File: config.mk
export PLATFORM = sky130hd
export DESIGN_NAME = seq_muldiv
export DESIGN_NICKNAME = d
export VERILOG_FILES = /design/src/rtl/seq_muldiv_pkg.sv /design/src/rtl/seq_muldiv_core.sv /design/src/rtl/seq_muldiv.sv
export SDC_FILE = /design/constraint.sdc
export NUM_CORES = 1
export LEC_CHECK = 0
export BUFFER_PORTS_ARGS = -buffer_cell sky130_fd_sc_hd__buf_2
export CAP_MARGIN = 0
export CORE_ASPECT_RATIO = 1.25
export CORE_MARGIN = 10
export CORE_UTILIZATION = 58
export CTS_BUF_LIST = sky130_fd_sc_hd__clkbuf_8
export CTS_CLUSTER_SIZE = 14
export DETAILED_ROUTE_END_ITERATION = 16
export PLACE_DENSITY = 0.79
export REMOVE_ABC_BUFFERS = 1
export SYNTH_ARGS = -nofsm -noshare
export SYNTH_HDL_FRONTEND = slang
export SYNTH_SLANG_ARGS = --single-unit
File: constraint.sdc
create_clock -name clk -period 3.4 [get_ports clk]
set_input_delay 0.51 -clock clk [delete_from_list [all_inputs] [get_ports clk]]
set_output_delay 0.51 -clock clk [all_outputs]
set_load 0.01 [all_outputs]
File: src/rtl/seq_muldiv_pkg.sv
// Shared constants and types for the sequential multiply/divide peripheral.
// Register offsets, op encodings and FSM state encoding.
package seq_muldiv_pkg;

    localparam logic [7:0] REG_INFO = 8'h00;
    localparam logic [7:0] REG_OPA  = 8'h04;
    localparam logic [7:0] REG_OPB  = 8'h08;
    localparam logic [7:0] REG_CTRL = 8'h0C;
    localparam logic [7:0] REG_RESH = 8'h10;
    localparam logic [7:0] REG_RESL = 8'h14;

    localparam logic [1:0] OP_MULU = 2'd0;
    localparam logic [1:0] OP_MULS = 2'd1;
    localparam logic [1:0] OP_DIVU = 2'd2;
    localparam logic [1:0] OP_DIVS = 2'd3;

    localparam int CTRL_IRQ_BIT = 4;

    typedef enum logic [1:0] {
        ST_IDLE,
        ST_RUN,
        ST_FIX
    } state_e;

    function automatic logic op_signed(logic [1:0] op);
        return !((op == OP_MULU) || (op == OP_DIVU));
    endfunction

    function automatic logic op_is_div(logic [1:0] op);
        return (op == OP_DIVU) || (op == OP_DIVS);
    endfunction

endpackage

File: src/rtl/seq_muldiv_core.sv
// Iterative shift-add multiplier / restoring divider with IDLE/RUN/FIX FSM.
// Divide datapath present only when SEQ_MULDIV_DIV_EN is defined.
module seq_muldiv_core
    import seq_muldiv_pkg::*;
#(
    parameter int WIDTH = 32
) (
    input  logic             clk,
    input  logic             rst_n,
    input  logic             start_i,
    input  logic [1:0]       op_i,
    input  logic [WIDTH-1:0] a_i,
    input  logic [WIDTH-1:0] b_i,
    output logic             busy_o,
    output logic             done_o,
    output logic [WIDTH-1:0] hi_o,
    output logic [WIDTH-1:0] lo_o
);

    localparam int CW = $clog2(WIDTH) + 1;
    localparam logic [CW-1:0] LAST = CW'(WIDTH - 1);

    state_e           state_q;
    logic [CW-1:0]    cnt_q;
    logic [WIDTH-1:0] hi_q;
    logic [WIDTH-1:0] lo_q;
    logic [WIDTH-1:0] ma_q;
    logic             neg_q;

    logic             sgn;
    logic [WIDTH-1:0] a_mag;
    logic [WIDTH-1:0] b_mag;
    logic [WIDTH:0]   mul_sum;
    logic [2*WIDTH-1:0] prod;
    logic [2*WIDTH-1:0] prod_fix;

`ifdef SEQ_MULDIV_DIV_EN
    logic             div_q;
    logic             negm_q;
    logic             dz_q;
    logic [WIDTH-1:0] mb_q;
    logic             dv;
    logic [WIDTH:0]   div_sh;
    logic [WIDTH:0]   div_df;
`endif

    // Operand magnitudes and per-iteration arithmetic
    always_comb begin
        sgn      = op_signed(op_i);
        a_mag    = (sgn && a_i[WIDTH-1]) ? -a_i : a_i;
        b_mag    = (sgn && b_i[WIDTH-1]) ? -b_i : b_i;
        mul_sum  = {1'b0, hi_q} + (lo_q[0] ? {1'b0, ma_q} : '0);
        prod     = {hi_q, lo_q};
        prod_fix = neg_q ? -prod : prod;
`ifdef SEQ_MULDIV_DIV_EN
        dv       = op_is_div(op_i);
        div_sh   = {hi_q, lo_q[WIDTH-1]};
        div_df   = div_sh - {1'b0, mb_q};
`endif
    end

    // FSM and iterative datapath
    always_ff @(posedge clk or negedge rst_n) begin
        if (!rst_n) begin
            state_q <= ST_IDLE;
            cnt_q   <= '0;
            hi_q    <= '0;
            lo_q    <= '0;
            ma_q    <= '0;
            neg_q   <= 1'b0;
`ifdef SEQ_MULDIV_DIV_EN
            div_q   <= 1'b0;
            negm_q  <= 1'b0;
            dz_q    <= 1'b0;
            mb_q    <= '0;
`endif
        end else begin
            unique case (state_q)
                ST_IDLE: begin
                    if (start_i) begin
                        state_q <= ST_RUN;
                        cnt_q   <= '0;
                        hi_q    <= '0;
                        ma_q    <= a_mag;
                        neg_q   <= sgn & (a_i[WIDTH-1] ^ b_i[WIDTH-1]);
`ifdef SEQ_MULDIV_DIV_EN
                        div_q   <= dv;
                        negm_q  <= sgn & a_i[WIDTH-1];
                        dz_q    <= (b_i == '0);
                        mb_q    <= b_mag;
                        lo_q    <= dv ? a_mag : b_mag;
`else
                        lo_q    <= b_mag;
`endif
                    end
                end
                ST_RUN: begin
`ifdef SEQ_MULDIV_DIV_EN
                    if (div_q) begin
                        if (!div_df[WIDTH]) begin
                            hi_q <= div_df[WIDTH-1:0];
                            lo_q <= {lo_q[WIDTH-2:0], 1'b1};
                        end else begin
                            hi_q <= div_sh[WIDTH-1:0];
                            lo_q <= {lo_q[WIDTH-2:0], 1'b0};
                        end
                    end else begin
                        hi_q <= mul_sum[WIDTH:1];
                        lo_q <= {mul_sum[0], lo_q[WIDTH-1:1]};
                    end
`else
                    hi_q <= mul_sum[WIDTH:1];
                    lo_q <= {mul_sum[0], lo_q[WIDTH-1:1]};
`endif
                    if (cnt_q == LAST) begin
                        state_q <= ST_FIX;
                    end else begin
                        cnt_q <= cnt_q + 1'b1;
                    end
                end
                ST_FIX: begin
                    state_q <= ST_IDLE;
                end
                default: begin
                    state_q <= ST_IDLE;
                end
            endcase
        end
    end

    // Sign-corrected results, valid while in FIX
    always_comb begin
        busy_o = (state_q != ST_IDLE);
        done_o = (state_q == ST_FIX);
        hi_o   = prod_fix[2*WIDTH-1:WIDTH];
        lo_o   = prod_fix[WIDTH-1:0];
`ifdef SEQ_MULDIV_DIV_EN
        if (div_q) begin
            if (dz_q) begin
                lo_o = '1;
                hi_o = negm_q ? -ma_q : ma_q;
            end else begin
                lo_o = neg_q ? -lo_q : lo_q;
                hi_o = negm_q ? -hi_q : hi_q;
            end
        end
`endif
    end

endmodule

File: src/rtl/seq_muldiv.sv
// Bus-mapped sequential multiply/divide peripheral: registers, done flag, irq.
// Define SEQ_MULDIV_DIV_EN to build the divide/remainder ops.
module seq_muldiv
    import seq_muldiv_pkg::*;
#(
    parameter int WIDTH = 32
) (
    input  logic        clk,
    input  logic        rst_n,
    input  logic [7:0]  address,
    input  logic [31:0] write_data,
    output logic [31:0] read_data,
    input  logic        we,
    input  logic        re,
    output logic        irq
);

    logic [WIDTH-1:0] opa_q;
    logic [WIDTH-1:0] opb_q;
    logic [WIDTH-1:0] resh_q;
    logic [WIDTH-1:0] resl_q;
    logic [1:0]       op_q;
    logic             irq_en_q;
    logic             done_q;

    logic             busy;
    logic             core_done;
    logic [WIDTH-1:0] core_hi;
    logic [WIDTH-1:0] core_lo;
    logic             wr_ok;
    logic             start;
    logic             stat_rd;
    logic [1:0]       op_wr;
    logic             unused_wd;

    assign wr_ok     = we & ~busy;
    assign start     = wr_ok & (address == REG_OPB);
    assign stat_rd   = re & (address == REG_INFO);
    assign irq       = done_q & irq_en_q;
    assign unused_wd = ^write_data;

`ifdef SEQ_MULDIV_DIV_EN
    assign op_wr = write_data[1:0];
`else
    assign op_wr = {1'b0, write_data[0]};
`endif

    seq_muldiv_core #(
        .WIDTH(WIDTH)
    ) u_core (
        .clk    (clk),
        .rst_n  (rst_n),
        .start_i(start),
        .op_i   (op_q),
        .a_i    (opa_q),
        .b_i    (write_data[WIDTH-1:0]),
        .busy_o (busy),
        .done_o (core_done),
        .hi_o   (core_hi),
        .lo_o   (core_lo)
    );

    // Operand/control capture while idle, result capture at FIX
    always_ff @(posedge clk or negedge rst_n) begin
        if (!rst_n) begin
            opa_q    <= '0;
            opb_q    <= '0;
            resh_q   <= '0;
            resl_q   <= '0;
            op_q     <= '0;
            irq_en_q <= 1'b0;
        end else begin
            if (wr_ok && (address == REG_OPA)) begin
                opa_q <= write_data[WIDTH-1:0];
            end
            if (start) begin
                opb_q <= write_data[WIDTH-1:0];
            end
            if (wr_ok && (address == REG_CTRL)) begin
                op_q     <= op_wr;
                irq_en_q <= write_data[CTRL_IRQ_BIT];
            end
            if (core_done) begin
                resh_q <= core_hi;
                resl_q <= core_lo;
            end
        end
    end

    // Sticky done: completion wins over a same-cycle clear
    always_ff @(posedge clk or negedge rst_n) begin
        if (!rst_n) begin
            done_q <= 1'b0;
        end else if (core_done) begin
            done_q <= 1'b1;
        end else if (start || stat_rd) begin
            done_q <= 1'b0;
        end
    end

    // Combinational read mux
    always_comb begin
        read_data = '0;
        case (address)
            REG_INFO: read_data = {30'd0, done_q, busy};
            REG_OPA:  read_data = 32'(opa_q);
            REG_OPB:  read_data = 32'(opb_q);
            REG_CTRL: read_data = {27'd0, irq_en_q, 2'b00, op_q};
            REG_RESH: read_data = 32'(resh_q);
            REG_RESL: read_data = 32'(resl_q);
            default:  read_data = '0;
        endcase
    end

endmodule

==> results.py <==
metrics = {
    "status": {
        "outcome": "finished with violations",
        "violations": "negative hold slack",
    },
    "clocking": {
        "numCtsBuffers": 40,
        "clk_pin_slew_ps": 60,
        "cts_tree": "done",
        "clockBufferDepth": 3,
        "cts_hold_buf": 0,
        "cts.sinks": 236,
        "htree_levels": 2,
        "clock_latency_ps": 560,
        "postCtsSetupBuffers": 0,
        "clockRootBuffer": "clkbuf_8",
    },
    "yosys": {
        "synth_top_area_cell": "dfrtp_1",
        "syn_area_mm2": 0.01409,
        "synthCells": 1570,
        "ys_seq_area_frac": 0.4192,
        "synth.most_common_cell": "nand2_1",
        "ys_types": 65,
        "synthFlopType": "dfrtp_1",
        "synth_edf_count": 0,
        "async_flop_share": 1.000,
        "ys_top_cells_by_area": "dfrtp_1, o21ai_0, nand2_1",
        "ys_seq_elements": 236,
        "yosysWarnings": 0,
        "synth_top_area_share": 0.4192,
        "avgSynthCellArea_um2": 8.973,
        "ys_top_cells_by_count": "nand2_1, dfrtp_1, o21ai_0",
    },
    "grt": {
        "globalRouteMet3Util": 0.03653,
        "grt_pass1_vias": 12528,
        "grt-busiest-layer": "met2",
        "gr-usage-met1": 0.3376,
        "use_met2": 0.4457,
        "grt_pass1_wl_mm": 67.80,
        "grtUsageTotal": 0.2686,
        "overflow": 0,
        "grt_max_degree": 116,
        "antenna_found_initial": 0,
    },
    "sta": {
        "fin_crit_sh": 0.9399,
        "hold_ws_ps": -62.42,
        "finalSetupViolCount": 0,
        "worst_pin_slew_ps": 855.1,
        "fin_worst_skew_ps": 26.52,
        "finalHoldViolations": 9,
        "max-slew-margin-rel": 0.4299,
        "drv_slew": 0,
        "fin_crit_ps": 3196,
        "rsz0062_at_grt": "no",
        "finalSetupTns_ps": 0,
        "max_freq_ghz": 0.3129,
    },
    "critical_path": {
        "worstReg2RegStart": "u_core.lo_q[0]",
        "worstSetupPathType": "reg -> reg",
        "cp.depth": 11,
        "rr_endpoint": "resh_q[26]",
        "cp_top_family": "simple AND/OR/NAND/NOR gates",
        "crit_fanout": 22,
        "path_cells": "buf_4 > inv_1 > ha_1 > or3b_2 > nor3_4 > nand3_2 > or4_4 > or3_4 > o31ai_4 > xor2_1 > o21ai_1",
        "r2r_slack_ps": 200,
        "cpMaxStageDelayCell": "or4_4",
        "worstPathRequired_ps": 3820,
        "start_kind": "register",
        "reg2reg_depth": 11,
        "cp.buffers_inverters": 2,
        "worstSetupEndpointType": "register",
        "max_stage_delay_ps": 580,
        "cp.arrival_ps": 3620,
    },
    "cells_and_area": {
        "drive_above_1_share": 0.1469,
        "areaGrowthSynthToFinish_pct": 13.00,
        "nNetsFinal": 1726,
        "final_util": 0.6687,
        "fill_cells": 2004,
        "insertedDiodeCount": 0,
    },
    "drt": {
        "wl_mm": 43.03,
        "wl_per_cell_um": 21.52,
        "drtIter0Drc": 1443,
        "drc_errors": 0,
        "via_per_inst": 6.332,
        "vias": 12663,
        "first_pass_iters": 8,
        "ant_nets": 0,
    },
    "placed_design": {
        "place.gp.congestion": 0.9496,
        "post-dp-hpwl_mm": 30.41,
        "portBuffers": 76,
    },
    "pwr": {
        "ir_drop_mv": 0.3397,
        "p_leak_uw": 0.007396,
        "pwr_density_cell_mw_per_mm2": 379.9,
    },
    "die": {
        "core_mm2": 0.02381,
        "io_pins": 77,
        "die_w_um": 159.4,
        "start_util": 0.5918,
        "dieArea_mm2": 0.03096,
        "num_rows": 63,
        "die_height_um": 194.2,
    },
    "worst_hold_path": {
        "hp-class": "in -> async",
    },
    "job": {
        "maxCapViolCount": 0,
    },
}
[how the worst max path moves through the flow]
| stage | startpoint | endpoint | slack (ps) |
|---|---|---|---|
| final | u_core.lo_q[0] | resh_q[26] | 200 |
| after floorplan | address[5] | u_core.lo_q[26] | -1250 |
| after global routing | u_core.lo_q[0] | u_core.hi_q[27] | 8 |
| after detailed placement | u_core.lo_q[0] | u_core.hi_q[27] | 120 |
| after global placement | u_core.lo_q[0] | u_core.hi_q[27] | 180 |
| after CTS | u_core.lo_q[0] | u_core.hi_q[27] | 120 |
[layout make-up]
cell class / instances / area [um^2] / share of cell area
Tap cell: 325 / 406.6 / 0.02554
Timing Repair Buffer: 126 / 828.3 / 0.05203
Clock inverter: 23 / 210.2 / 0.01320
Multi-Input combinational cell: 1222 / 7820 / 0.4912
Sequential cell: 236 / 5908 / 0.3711
Inverter: 19 / 71.32 / 0.004480
Clock buffer: 49 / 674.4 / 0.04236
[routing by layer]
| metal | part of all wire | up-vias |
|---|---|---|
| met5 | 0 | - |
| met4 | 0.043 | 0 |
| met3 | 0.071 | 115 |
| met2 | 0.48 | 600 |
| met1 | 0.40 | 6183 |
| li1 | - | 5765 |
[through the flow]
| step | std cells | power (uW) | instance area (um^2) | hold WS (ps) | worst slack [ps] |
|---|---|---|---|---|---|
| 2_1_floorplan | 1477 | 3074 | 13720 | 214.4 | -1255 |
| 3_3_place_gp | 1928 | 3257 | 15020 | 445.6 | 179.1 |
| 3_5_place_dp | 1928 | 3269 | 15020 | 456.1 | 118.8 |
| 4_1_cts | 2000 | 6071 | 15910 | 6.879 | 119.5 |
| 5_1_grt | 2000 | 6237 | 15920 | 3.698 | 8.146 |
| 6_report | 2000 | 6048 | 15920 | -62.42 | 204.4 |
[placed cells by master, fill, tap and decap left out, types with 13 or more instances in the layout]
| cell type | Yosys | routed |
|---|---|---|
| a21o_1 | 23 | 23 |
| a21oi_1 | 53 | 53 |
| a221o_1 | 37 | 37 |
| a22oi_1 | 28 | 28 |
| and2_1 | 41 | 41 |
| buf_2 | 0 | 75 |
| buf_4 | 0 | 45 |
| clkbuf_8 | 0 | 49 |
| dfrtp_1 | 236 | 234 |
| ha_1 | 36 | 36 |
| inv_1 | 19 | 31 |
| mux2_2 | 31 | 31 |
| mux2i_1 | 35 | 35 |
| nand2_1 | 264 | 264 |
| nand3_1 | 36 | 34 |
| nor2_1 | 84 | 83 |
| nor3_1 | 15 | 13 |
| o21ai_0 | 207 | 207 |
| o31ai_1 | 26 | 26 |
| o41ai_1 | 17 | 17 |
| or4_1 | 16 | 16 |
| xnor2_1 | 49 | 49 |
| xor2_1 | 99 | 99 |
[where the power goes]
group          internal (uW)  leakage, uW  switching (uW)  total (uW)
Combinational            111      0.00397             200         310
Sequential              2850      0.00294            60.1        2910
Clock                   1610     0.000485            1210        2820
[flip-flops by register name, indices dropped and copies added (netlist names), 2 cells and up]
| signal | cells |
|---|---|
| u_core.cnt_q | 6 |
| u_core.lo_q | 32 |
| opb_q | 32 |
| resh_q | 32 |
| u_core.ma_q | 32 |
| u_core.state_q | 2 |
| opa_q | 32 |
| resl_q | 32 |
| u_core.hi_q | 32 |
[repair_timing]
| action | in CTS | in global routing |
|---|---|---|
| gates resized for setup | 0 | 3 |
| hold endpoints to repair | 0 | 0 |
| endpoints found under the setup margin | 0 | 4 |
[kinds of logic after synthesis]
group	synth area share
and+or+nand+nor	0.1795
AOI/OAI and AO/OA	0.1953
DFF	0.4192
xor gates and xnor gates	0.09202
buffers and inverters	0.03091
muxes	0.04965
adders and majority gates	0.03340
Note: power is estimated with default switching activity, not from simulation.
